==> config.mk <==
export PLATFORM = sky130hd
export DESIGN_NAME = regfile_flags_flat
export DESIGN_NICKNAME = d
export VERILOG_FILES = /design/src/rtl/regfile_if.sv /design/src/rtl/regfile_flags.sv /design/src/flat_wrapper.sv
export SDC_FILE = /design/constraint.sdc
export NUM_CORES = 1
export LEC_CHECK = 0
export ABC_AREA = 1
export CORE_MARGIN = 2
export CORE_UTILIZATION = 35
export DETAILED_ROUTE_END_ITERATION = 8
export GPL_TIMING_DRIVEN = 0
export PLACE_DENSITY = 0.63
export SYNTH_ARGS = -nofsm -noshare
export SYNTH_HDL_FRONTEND = slang
export SYNTH_SLANG_ARGS = --single-unit
==> constraint.sdc <==
create_clock -name clk -period 3.9 [get_ports clk]
set_input_delay 0.585 -clock clk [delete_from_list [all_inputs] [get_ports clk]]
set_output_delay 0.585 -clock clk [all_outputs]
set_load 0.1 [all_outputs]
==> src/rtl/regfile_if.sv <==
// regfile_if: operand read, writeback and flag/branch signals between datapath control and regfile_flags
interface regfile_if #(parameter int WIDTH = 4, parameter int AW = 4);
  logic [AW-1:0] ra1, ra2, wa3;
  logic [WIDTH-1:0] rd1, rd2, wd3;
  logic we3, flag_we, zero_in, carry_in, sign_in;
  logic zero, carry, sign, take;
  logic [1:0] cond;
  modport master (
    output ra1, ra2, we3, wa3, wd3, flag_we, zero_in, carry_in, sign_in, cond,
    input  rd1, rd2, zero, carry, sign, take
  );
  modport slave (
    input  ra1, ra2, we3, wa3, wd3, flag_we, zero_in, carry_in, sign_in, cond,
    output rd1, rd2, zero, carry, sign, take
  );
endinterface

==> src/rtl/regfile_flags.sv <==
// regfile_flags: 2**AW x WIDTH register bank (r0 hard-wired to 0) plus ALU flag register and branch condition
module regfile_flags #(
  parameter int WIDTH = 4,
  parameter int AW    = 4
) (
  input logic     clk,
  input logic     reset,
  regfile_if.slave bus
);
  localparam int N = 2 ** AW;
  logic [WIDTH-1:0] regs [N];
  always_ff @(posedge clk or posedge reset)
    if (reset)
      for (int i = 0; i < N; i++) regs[i] <= '0;
    else if (bus.we3 && bus.wa3 != '0)
      regs[bus.wa3] <= bus.wd3;
  always_ff @(posedge clk or posedge reset)
    if (reset)
      {bus.zero, bus.carry, bus.sign} <= 3'b000;
    else if (bus.flag_we)
      {bus.zero, bus.carry, bus.sign} <= {bus.zero_in, bus.carry_in, bus.sign_in};
  // no write bypass: keeps the ALU-to-writeback loop free of combinational cycles
  always_comb begin
    bus.rd1  = regs[bus.ra1];
    bus.rd2  = regs[bus.ra2];
    bus.take = bus.cond == 2'd0 ? 1'b1 :
               bus.cond == 2'd1 ? bus.zero :
               bus.cond == 2'd2 ? bus.carry : bus.sign;
  end
endmodule

==> src/flat_wrapper.sv <==
// flat-port wrapper written by rule: the top's interface ports become plain ports
module regfile_flags_flat 
#(
  parameter int WIDTH = 4,
  parameter int AW    = 4
)
  (clk, reset, bus_ra1, bus_ra2, bus_we3, bus_wa3, bus_wd3, bus_flag_we, bus_zero_in, bus_carry_in, bus_sign_in, bus_cond, bus_rd1, bus_rd2, bus_zero, bus_carry, bus_sign, bus_take);
  regfile_if #(.WIDTH(WIDTH), .AW(AW)) bus_i ();
  input logic clk;
  input logic reset;
  input wire logic [$bits(bus_i.ra1)-1:0] bus_ra1;
  input wire logic [$bits(bus_i.ra2)-1:0] bus_ra2;
  input wire logic [$bits(bus_i.we3)-1:0] bus_we3;
  input wire logic [$bits(bus_i.wa3)-1:0] bus_wa3;
  input wire logic [$bits(bus_i.wd3)-1:0] bus_wd3;
  input wire logic [$bits(bus_i.flag_we)-1:0] bus_flag_we;
  input wire logic [$bits(bus_i.zero_in)-1:0] bus_zero_in;
  input wire logic [$bits(bus_i.carry_in)-1:0] bus_carry_in;
  input wire logic [$bits(bus_i.sign_in)-1:0] bus_sign_in;
  input wire logic [$bits(bus_i.cond)-1:0] bus_cond;
  output wire logic [$bits(bus_i.rd1)-1:0] bus_rd1;
  output wire logic [$bits(bus_i.rd2)-1:0] bus_rd2;
  output wire logic [$bits(bus_i.zero)-1:0] bus_zero;
  output wire logic [$bits(bus_i.carry)-1:0] bus_carry;
  output wire logic [$bits(bus_i.sign)-1:0] bus_sign;
  output wire logic [$bits(bus_i.take)-1:0] bus_take;
  assign bus_i.ra1 = bus_ra1;
  assign bus_i.ra2 = bus_ra2;
  assign bus_i.we3 = bus_we3;
  assign bus_i.wa3 = bus_wa3;
  assign bus_i.wd3 = bus_wd3;
  assign bus_i.flag_we = bus_flag_we;
  assign bus_i.zero_in = bus_zero_in;
  assign bus_i.carry_in = bus_carry_in;
  assign bus_i.sign_in = bus_sign_in;
  assign bus_i.cond = bus_cond;
  assign bus_rd1 = bus_i.rd1;
  assign bus_rd2 = bus_i.rd2;
  assign bus_zero = bus_i.zero;
  assign bus_carry = bus_i.carry;
  assign bus_sign = bus_i.sign;
  assign bus_take = bus_i.take;
  regfile_flags #(.WIDTH(WIDTH), .AW(AW)) u_core (.clk(clk), .reset(reset), .bus(bus_i));
endmodule
==> impl_metrics.yaml, run 1 <==
route:
  drt_first_pass_iters: 5
  drtIter0Drc: 325
  via_count: 3854
  via_per_inst: 5.04
  drc: 0
  antenna_left: 0
  wl_per_cell_um: 16.2
  wirelength_um: 12400
sta:
  min_period_ns: 3.52
  slew_violations: 0
  setup_viol: 0
  tightest_slew_ns: 0.975
  hold_viol_final: 0
  setup_tns_ns: 0
  fmax_ghz: 0.284
  skew_ns: 0
  finalCritPeriodShare_pct: 90.4
  rsz0062_at_grt: "no"
  slew_headroom_pct: 34.8
yosys:
  synth-seq-cells: 67
  yosysSeqAreaShare_pct: 43.3
  synth_area_um2: 3870
  syn_nets: 606
  synthCells: 581
  yosys.area.top_type_share_pct: 43.3
  synth.avg_cell_area_um2: 6.67
  yosys_warnings: 0
  ys_top_cells_by_area: "dfrtp_1 (43%), nand2_1 (20%), nand3_1 (15%), o21ai_0 (8.1%), inv_1 (8.1%)"
  synth.distinct_cells: 13
  synth_top_area_cell: "dfrtp_1"
pwr:
  leakage_nw: 2.32
  ir_drop_v: 0.000163
  powerDensity_nw_per_um2: 465
critical_path:
  startpoint_type: "input port"
  crit_required_ns: 3.31
  arrival_ns: 2.94
  path_class: "in -> out"
  crit_path_end_kind: "output pin"
  worst-path-max-fanout: 10
  r2r_slack_ns: 3.13
floorplan:
  fp.dieW_um: 109
  core_area_um2: 10800
  initial_core_util_pct: 35.7
  ioPinCount: 37
  die_y_um: 109
  rows: 38
  dieArea_um2: 11900
cts:
  cts_sinks: 67
  cts-root-buf: "clkbuf_8"
  htreeDepth: 3
  clockBufferDepth: 2
  numCtsBuffers: 9
  cts_hold_buf: 0
  cts_tree: "built"
  cts_resized: 0
  clkLatencyLatePin_ns: 0.35
  post-cts-setup-buffers: 0
  clk_pin_slew_worst_paths_ns: 0.07
global_route:
  antenna_found_initial: 0
  grt_pass1_wl_um: 19700
  grt_pass1_vias: 3581
  grt.total_usage_pct: 22.4
  grt.overflow.total: 0
  grt_max_degree: 43
finish:
  final_common_cell: "nand2_1"
  final_nets: 648
  design_area_um2: 4560
  drive_gt1_share_pct: 5.12
  antennaDiodeCount: 0
  syn2layout_area_growth_pct: 17.7
  mostFrequentLayoutCells: "nand2_1 (209), nand3_1 (115), inv_1 (83)"
run_status:
  status: "finished clean"
placed_design:
  place_area_um2: 4370
  io_buffers: 30
  gp_congestion: 0.995
  dp_hpwl_um: 9570
run:
  maxCapViolCount: 0
worst_hold_path:
  min_path_type: "reg -> reg"
[cell usage after synthesis]
master / n
dfrtp_1: 67
inv_1: 84
nand3_1: 115
clkbuf_1: 16
nor3_2: 2
mux2_2: 1
o21ai_0: 63
a21oi_1: 1
a31oi_1: 1
nor2_1: 7
nand2_1: 209
buf_2: 14
nand3b_1: 1
[power by group]
group,total (mW),switching (mW),internal (mW)
registers,0.897,0.0667,0.830
clock network,0.574,0.254,0.319
logic,0.647,0.453,0.194
[worst paths after layout]
path                                        startpoint                     endpoint  cells after the start
min in group asynchronous                        reset   u_core.regs[3]$_DFFE_PP0P_                      2
hold reg to reg            u_core.regs[63]$_DFFE_PP0P_  u_core.regs[63]$_DFFE_PP0P_                      1
setup / recovery                            bus_ra1[1]                   bus_rd1[3]                      8
setup reg to reg           u_core.bus.sign$_DFFE_PP0P_  u_core.bus.sign$_DFFE_PP0P_                      1
max in group asynchronous                        reset  u_core.regs[48]$_DFFE_PP0P_                      3
hold / removal             u_core.regs[63]$_DFFE_PP0P_  u_core.regs[63]$_DFFE_PP0P_                      1
[layout make-up]
class | count | area [um2]
clock inverters | 2 | 37.5
well taps | 140 | 175
fillers | 1144 | 6280
inverters | 84 | 315
flip-flops and latches | 67 | 1680
plain buffers | 30 | 130
clock buffers | 11 | 151
repair buffers | 31 | 320
multi-input cells | 400 | 1750
[registers in the layout, indices dropped and copies added (netlist names)]
register / flops
u_core.regs: 64
u_core.bus.carry: 1
u_core.bus.sign: 1
u_core.bus.zero: 1
[stage by stage]
stage          power [mW]  cells  util [%]  hold WS, ns  setup slack (ns)
6_report             2.12    765      42.0        0.455             0.376
5_1_grt              2.25    765      42.0        0.476             0.334
4_1_cts              2.12    765      42.0        0.463             0.413
3_5_place_dp         1.55    752      40.3        0.447             0.419
3_3_place_gp         1.53    751      40.1        0.443             0.391
2_1_floorplan        1.35    581         -        0.429             0.525
[logic make-up after synthesis]
logic type	count (synthesis)	share of synthesized area, %
mux	1	0.291
buf+inv	114	11.5
flops	67	43.3
compound gates	65	8.43
simple gates	334	36.5
[layer usage]
| metal | routed length [um] | track usage, % | vias up |
|---|---|---|---|
| met4 | 124 | 7.41 | 0 |
| li1 | - | - | 1903 |
| met3 | 984 | 4.78 | 9 |
| met1 | 5680 | 31.4 | 1788 |
| met5 | 0 | 0 | - |
| met2 | 5620 | 34.5 | 154 |
[critical path, stage by stage]
cell and delay [ns]:
buf_2 0.17, inv_1 0.26, buf_2 0.32, nand3_1 0.13
nand3_1 0.12, nand3_1 0.11, nand2_1 0.10, clkdlybuf4s50_1 1.13
Power figures use the tool's default switching activity.
==> run 2, diff against run 1 <==
Settings changed: ABC_CLOCK_PERIOD_IN_PS from default to 3900.
==> results of run 2 <==
No change in the layout: final DEF, timing and power equal those of run 1.
